===== config.mk =====
export PLATFORM = sky130hd
export DESIGN_NAME = systolic_scheduler
export DESIGN_NICKNAME = d
export VERILOG_FILES = /design/src/rtl/systolic_scheduler.sv
export SDC_FILE = /design/constraint.sdc
export NUM_CORES = 2
export LEC_CHECK = 0
export CAP_MARGIN = 20
export CORE_MARGIN = 1.5
export CORE_UTILIZATION = 50
export DETAILED_ROUTE_END_ITERATION = 10
export PLACE_DENSITY = 0.71
export SETUP_SLACK_MARGIN = 0.4
export SKIP_CTS_REPAIR_TIMING = 1
export SLEW_MARGIN = 20
export SYNTH_ARGS = -nofsm -noshare
export SYNTH_HDL_FRONTEND = slang
export SYNTH_SLANG_ARGS = --single-unit

===== constraint.sdc =====
create_clock -name clk -period 1.9 [get_ports clk]
set_clock_uncertainty 0.15 [all_clocks]
set_input_delay 0.285 -clock clk [delete_from_list [all_inputs] [get_ports clk]]
set_output_delay 0.285 -clock clk [all_outputs]
set_load 0.005 [all_outputs]

===== src/rtl/systolic_scheduler.sv =====
// systolic_scheduler: sequences weight load, row streaming and result drain
// for a SIZE x SIZE weight-stationary array, with input skew and output de-skew.
module systolic_scheduler #(
    parameter int WIDTH   = 16,
    parameter int SIZE    = 10,
    parameter int ARR_LAT = 10,
    parameter int AW      = $clog2(SIZE)
) (
    input  logic                  clk,
    input  logic                  rst,
    input  logic                  start,
    input  logic                  abort,
    output logic                  busy,
    output logic                  done,
    output logic                  wt_load,
    output logic [AW-1:0]         wt_row,
    output logic                  rd_en,
    output logic [AW-1:0]         rd_addr,
    input  logic [SIZE*WIDTH-1:0] rd_data,
    output logic [SIZE-1:0]       feed_valid,
    output logic [SIZE*WIDTH-1:0] feed_data,
    input  logic [SIZE*WIDTH-1:0] arr_out,
    output logic                  wr_en,
    output logic [AW-1:0]         wr_addr,
    output logic [SIZE*WIDTH-1:0] wr_data
);

    // Read strobe to write strobe: 1 read latency + max skew + array latency
    localparam int            VDEPTH = SIZE + ARR_LAT;
    localparam logic [AW-1:0] LAST   = AW'(SIZE - 1);

    typedef enum logic [2:0] {
        S_IDLE,
        S_WLOAD,
        S_STREAM,
        S_DRAIN,
        S_DONE
    } state_t;

    state_t                r_state;
    state_t                w_next;
    logic [AW-1:0]         r_cnt;
    logic [AW-1:0]         r_wcnt;
    logic [VDEPTH-1:0]     r_vpipe;
    logic                  w_flush;
    logic                  w_cnt_last;
    logic                  w_wr_en;
    logic                  w_wr_last;
    logic [SIZE*WIDTH-1:0] w_aligned;

    assign w_flush    = abort && (r_state != S_IDLE);
    assign w_cnt_last = (r_cnt == LAST);
    assign w_wr_en    = r_vpipe[VDEPTH-1];
    assign w_wr_last  = w_wr_en && (r_wcnt == LAST);

    always_comb begin
        w_next  = r_state;
        busy    = 1'b0;
        done    = 1'b0;
        wt_load = 1'b0;
        wt_row  = '0;
        rd_en   = 1'b0;
        rd_addr = '0;
        unique case (r_state)
            S_IDLE: begin
                if (start) w_next = S_WLOAD;
            end
            S_WLOAD: begin
                busy    = 1'b1;
                wt_load = 1'b1;
                wt_row  = r_cnt;
                if (w_cnt_last) w_next = S_STREAM;
            end
            S_STREAM: begin
                busy    = 1'b1;
                rd_en   = 1'b1;
                rd_addr = r_cnt;
                if (w_cnt_last) w_next = S_DRAIN;
            end
            S_DRAIN: begin
                busy = 1'b1;
                if (w_wr_last) w_next = S_DONE;
            end
            S_DONE: begin
                busy   = 1'b1;
                done   = 1'b1;
                w_next = S_IDLE;
            end
            default: begin
                w_next = S_IDLE;
            end
        endcase
        if (w_flush) w_next = S_IDLE;
    end

    always_ff @(posedge clk or negedge rst) begin
        if (!rst) begin
            r_state <= S_IDLE;
            r_cnt   <= '0;
        end else begin
            r_state <= w_next;
            if ((wt_load || rd_en) && !w_cnt_last && !w_flush) begin
                r_cnt <= r_cnt + 1'b1;
            end else begin
                r_cnt <= '0;
            end
        end
    end

    always_ff @(posedge clk or negedge rst) begin
        if (!rst) begin
            r_vpipe <= '0;
            r_wcnt  <= '0;
        end else if (w_flush) begin
            r_vpipe <= '0;
            r_wcnt  <= '0;
        end else begin
            r_vpipe <= {r_vpipe[VDEPTH-2:0], rd_en};
            if (w_wr_en) begin
                r_wcnt <= w_wr_last ? '0 : r_wcnt + 1'b1;
            end
        end
    end

    // Lane j valid is rd_en delayed j+1, matching its skew depth
    assign feed_valid = r_vpipe[SIZE-1:0];

    for (genvar j = 0; j < SIZE; j++) begin : g_skew
        if (j == 0) begin : g_pass
            assign feed_data[WIDTH-1:0] =
                r_vpipe[0] ? rd_data[WIDTH-1:0] : '0;
        end else begin : g_dly
            logic [WIDTH-1:0] r_d [j];

            always_ff @(posedge clk or negedge rst) begin
                if (!rst) begin
                    for (int k = 0; k < j; k++) r_d[k] <= '0;
                end else if (w_flush) begin
                    for (int k = 0; k < j; k++) r_d[k] <= '0;
                end else begin
                    r_d[0] <= rd_data[j*WIDTH +: WIDTH];
                    for (int k = 1; k < j; k++) r_d[k] <= r_d[k-1];
                end
            end

            assign feed_data[j*WIDTH +: WIDTH] =
                r_vpipe[j] ? r_d[j-1] : '0;
        end
    end

    for (genvar j = 0; j < SIZE; j++) begin : g_deskew
        if (j == SIZE - 1) begin : g_pass
            assign w_aligned[j*WIDTH +: WIDTH] = arr_out[j*WIDTH +: WIDTH];
        end else begin : g_dly
            localparam int D = SIZE - 1 - j;
            logic [WIDTH-1:0] r_q [D];

            always_ff @(posedge clk or negedge rst) begin
                if (!rst) begin
                    for (int k = 0; k < D; k++) r_q[k] <= '0;
                end else if (w_flush) begin
                    for (int k = 0; k < D; k++) r_q[k] <= '0;
                end else begin
                    r_q[0] <= arr_out[j*WIDTH +: WIDTH];
                    for (int k = 1; k < D; k++) r_q[k] <= r_q[k-1];
                end
            end

            assign w_aligned[j*WIDTH +: WIDTH] = r_q[D-1];
        end
    end

    assign wr_en   = w_wr_en;
    assign wr_addr = w_wr_en ? r_wcnt : '0;
    assign wr_data = w_wr_en ? w_aligned : '0;

endmodule


==> metrics.txt <==
# TYPE chip_impl_metric gauge
chip_impl_metric{name="synth.net_count",unit=""} 3848
chip_impl_metric{name="finalWorstSetupSlack",unit="ns"} -0.740
chip_impl_metric{name="detailed_place.area",unit="mm²"} 0.0585
chip_impl_metric{name="grt_util_all_layers",unit=""} 0.197
chip_impl_metric{name="fin_nets",unit=""} 5090
chip_impl_metric{name="critPathRequiredTime",unit="ns"} 1.46
chip_impl_info{name="yosys-top-cells-area",value="dfrtp_1, and2_1, clkbuf_1, clkbuf_2, buf_4"} 1
chip_impl_metric{name="gp_congestion",unit=""} 0.776
chip_impl_info{name="path_cells",value="buf_8 -> buf_8 -> and2_1 -> clkdlybuf4s50_1"} 1
chip_impl_info{name="cts_root_buf",value="clkbuf_16"} 1
chip_impl_metric{name="clockPowerShare",unit=""} 0.343
chip_impl_metric{name="layout.cell_area.non_filler",unit="mm²"} 0.0699
chip_impl_metric{name="p_sw",unit="mW"} 21.3
chip_impl_metric{name="slew_violations",unit=""} 0
chip_impl_metric{name="max_freq",unit="MHz"} 379
chip_impl_info{name="timing.setup.critical_path_class",value="reg2out"} 1
chip_impl_metric{name="critical-path-max-stage-delay",unit="ns"} 0.55
chip_impl_metric{name="syn-cell-area",unit="mm²"} 0.0493
chip_impl_metric{name="share_comb_of_total_power",unit=""} 0.190
chip_impl_metric{name="timing.max_cap.violations",unit=""} 0
chip_impl_metric{name="start_util",unit=""} 0.507
chip_impl_metric{name="power.static_leakage",unit="nW"} 35.7
chip_impl_metric{name="die_height",unit="µm"} 317
chip_impl_metric{name="internal-power",unit="mW"} 66.3
chip_impl_info{name="holdCritPathClass",value="in2reg"} 1
chip_impl_metric{name="initial_antenna_violation_count",unit=""} 24
chip_impl_metric{name="fillerInstances",unit=""} 5884
chip_impl_info{name="most_repeated_library_cell_on_the_critical_path",value="buf_8"} 1
chip_impl_metric{name="portion_of_the_post_synthesis_area_used_by_sequential_elements",unit=""} 0.747
chip_impl_metric{name="grtUsageMet3",unit=""} 0.0707
chip_impl_metric{name="detail_route.wirelength",unit="µm"} 119000
chip_impl_metric{name="grt_overflow_total",unit=""} 0
chip_impl_metric{name="final_period_minus_worst_setup_slack",unit="ns"} 2.64
chip_impl_metric{name="post_route_cells_drive_above_1_share",unit=""} 0.238
chip_impl_metric{name="global_route.usage.met1",unit=""} 0.233
chip_impl_metric{name="port_buffer_count",unit=""} 670
chip_impl_info{name="timing.critical_path.to_type",value="output port"} 1
chip_impl_metric{name="die_footprint",unit="mm²"} 0.100
chip_impl_metric{name="grt_pass1_wl",unit="µm"} 149000
chip_impl_metric{name="final-hold-violation-count",unit=""} 0
chip_impl_metric{name="drc_violation_total_after_the_first_tritonroute_iteration",unit=""} 1747
chip_impl_metric{name="power_per_cell_area",unit="mW/mm²"} 1250
chip_impl_metric{name="row_count",unit=""} 114
chip_impl_metric{name="fin_crit_sh",unit=""} 1.39
chip_impl_metric{name="vias",unit=""} 28500
chip_impl_metric{name="dp_hpwl",unit="µm"} 64400
chip_impl_info{name="synthDominantAreaCellType",value="dfrtp_1"} 1
chip_impl_metric{name="relSlewSlack",unit=""} 0.570
chip_impl_metric{name="setup_violations",unit=""} 1725
chip_impl_metric{name="cts_buffers",unit=""} 145
chip_impl_metric{name="power.ir.vdd_worst",unit="V"} 0.000866
chip_impl_info{name="grt_setup_unrepaired",value="yes"} 1
chip_impl_metric{name="syn_inst",unit=""} 3520
chip_impl_metric{name="cts.reportedPaths.clkPinSlew",unit="ns"} 0.06
chip_impl_info{name="violations_in_the_final_reports",value="negative setup slack"} 1
chip_impl_metric{name="synth.ff_latch_count",unit=""} 1471
chip_impl_metric{name="cts_sinks",unit=""} 1471
chip_impl_metric{name="final_antenna_net_count",unit=""} 0
chip_impl_metric{name="wire_per_inst",unit="µm"} 19.3
chip_impl_info{name="cp-start-kind",value="flip-flop"} 1
chip_impl_metric{name="maximum_number_of_pins_on_one_net_before_global_route_repair",unit=""} 125
chip_impl_metric{name="clk-insertion-delay-late",unit="ns"} 0.75
chip_impl_metric{name="area_growth",unit="%"} 41.8
chip_impl_info{name="status",value="finished with violations"} 1
chip_impl_info{name="globalRoute.busiestLayer",value="met2"} 1
chip_impl_metric{name="syn-mean-instance-area",unit="µm²"} 14.0
chip_impl_info{name="crit_path_top_delay_cell",value="dfrtp_4"} 1
chip_impl_metric{name="cts-htree-levels",unit=""} 4
chip_impl_metric{name="i_o_pin_cnt",unit=""} 671
chip_impl_metric{name="first_global_vias",unit=""} 26400
chip_impl_metric{name="yosysWarnings",unit=""} 0
chip_impl_metric{name="detailed_route_drc_error_count",unit=""} 0
chip_impl_metric{name="power.total",unit="mW"} 87.6
chip_impl_metric{name="coreArea",unit="mm²"} 0.0971
chip_impl_metric{name="dr.pass1.iters",unit=""} 5
chip_impl_metric{name="p_sw_frac",unit=""} 0.243
chip_impl_metric{name="critPathArrivalTime",unit="ns"} 2.20
chip_impl_metric{name="detail_route.vias_per_cell",unit=""} 4.62
chip_impl_metric{name="floorplan.die.width",unit="µm"} 317
chip_impl_metric{name="use_met2",unit=""} 0.331
chip_impl_metric{name="synth_largest_type_area_fraction",unit=""} 0.747
chip_impl_metric{name="timing_worst_slew_pin_value",unit="ns"} 0.646
chip_impl_metric{name="post_synth_cell_types",unit=""} 30
chip_impl_metric{name="p_seq_frac",unit=""} 0.467
chip_impl_metric{name="clock_path_buffers",unit=""} 3
chip_impl_info{name="tritoncts",value="built"} 1
chip_impl_metric{name="cp_max_fo",unit=""} 10
layer usage:
metal | vias to the layer above | wire [µm]
met5 | - | 132
met4 | 22 | 4920
met3 | 277 | 7340
met2 | 773 | 60700
met1 | 14400 | 46200
li1 | 13100 | -
final timing paths:
kind	cells past startpoint	endpoint	from	slack, ns
min	2	g_skew[6].g_dly.r_d[88]	rd_data[104]	0.04
max in group asynchronous	3	g_skew[4].g_dly.r_d[48]	rst	0.43
min in group asynchronous	3	g_skew[5].g_dly.r_d[60]	rst	0.17
max reg2reg	8	r_state[1]	r_vpipe[19]	-0.28
min reg2reg	1	g_deskew[2].g_dly.r_q[37]	g_deskew[2].g_dly.r_q[53]	0.28
max	4	wr_data[137]	r_vpipe[19]	-0.74
worst max-delay path: cells and delay by family (launching register included):
kind	cells	cell delay [ns]
buf+inv	3	0.76
flops	1	0.55
simple gates	1	0.14
Yosys cell counts:
library cell / number
and2_1: 1788
dfrtp_1: 1471
clkbuf_1: 120
clkbuf_2: 60
buf_4: 16
nor2_1: 12
buf_2: 8
nand2_1: 5
and3_1: 4
ha_1: 4
inv_1: 3
nor3_1: 3
nor4_1: 3
xor2_1: 3
a21oi_1: 2
mux2i_1: 2
o21ai_0: 2
xnor2_1: 2
a21boi_0: 1
a32o_1: 1
a41o_1: 1
a41oi_1: 1
and3b_1: 1
and4b_1: 1
nand3_1: 1
nand4b_1: 1
o211ai_1: 1
o31a_1: 1
o31ai_1: 1
o31ai_4: 1
power by group through the flow:
stage / Sequential, mW / Clock (mW) / Combinational [mW]
6_report: 40.9 / 30.1 / 16.6
5_1_grt: 41.5 / 32.0 / 18.2
2_1_floorplan: 40.2 / 0 / 7.69
3_3_place_gp: 40.9 / 0 / 11.5
3_5_place_dp: 41.2 / 0 / 11.9
4_1_cts: 40.7 / 30.6 / 12.0
state kept, by name, summed over array words and instances (netlist names):
register / count
g_deskew.g_dly.r_q: 720
r_cnt: 4
r_vpipe: 20
r_wcnt: 4
g_skew.g_dly.r_d: 720
r_state: 3
placed cells by master, fill, tap and decap left out, types with 10 or more instances in the layout:
cell	n
clkbuf_16	197
clkinv_2	29
clkbuf_1	23
diode_2	14
dlymetal6s2s_1	86
bufinv_16	16
clkdlybuf4s50_1	325
dfrtp_2	13
buf_8	21
buf_6	162
dfrtp_1	1457
dlygate4sd3_1	282
and2_1	1498
and2_4	288
buf_12	66
nor2_1	10
clkbuf_2	137
buf_4	155
clkbuf_8	37
metrics by stage:
step | util | hold slack (ns) | TNS [ns] | setup WS, ns | std cells
2_1_floorplan | - | -0.161 | 0 | 0.246 | 3520
3_3_place_gp | 0.602 | 0.0251 | -22.56 | -0.445 | 5408
3_5_place_dp | 0.602 | 0.0234 | -54.12 | -0.409 | 5408
4_1_cts | 0.655 | -0.789 | -257.32 | -1.24 | 5676
5_1_grt | 0.719 | -0.00365 | -446.81 | -0.815 | 6170
6_report | 0.719 | 0.0419 | -328.83 | -0.740 | 6173
area by class of cell:
type	count	area [µm²]	share of cell area
antenna	14	35.0	0.000501
tap	1276	1600	0.0228
clock buffer	210	4350	0.0622
sequential	1471	36800	0.527
timing repair buffer	1299	13900	0.199
inverter	3	11.3	0.000161
multi-input combinational	1842	12300	0.176
clock inverter	58	798	0.0114
cells by family after synthesis:
logic type / count (synthesis) / share of synthesized area
and+or+nand+nor: 1819 / 0.230
AOI/OAI and AO/OA: 12 / 0.00206
muxes: 2 / 0.000406
buffers and inverters: 207 / 0.0187
DFF: 1471 / 0.747
xor gates and xnor gates: 5 / 0.000889
adders and majority gates: 4 / 0.00102
(Power assumes the default switching activity.)
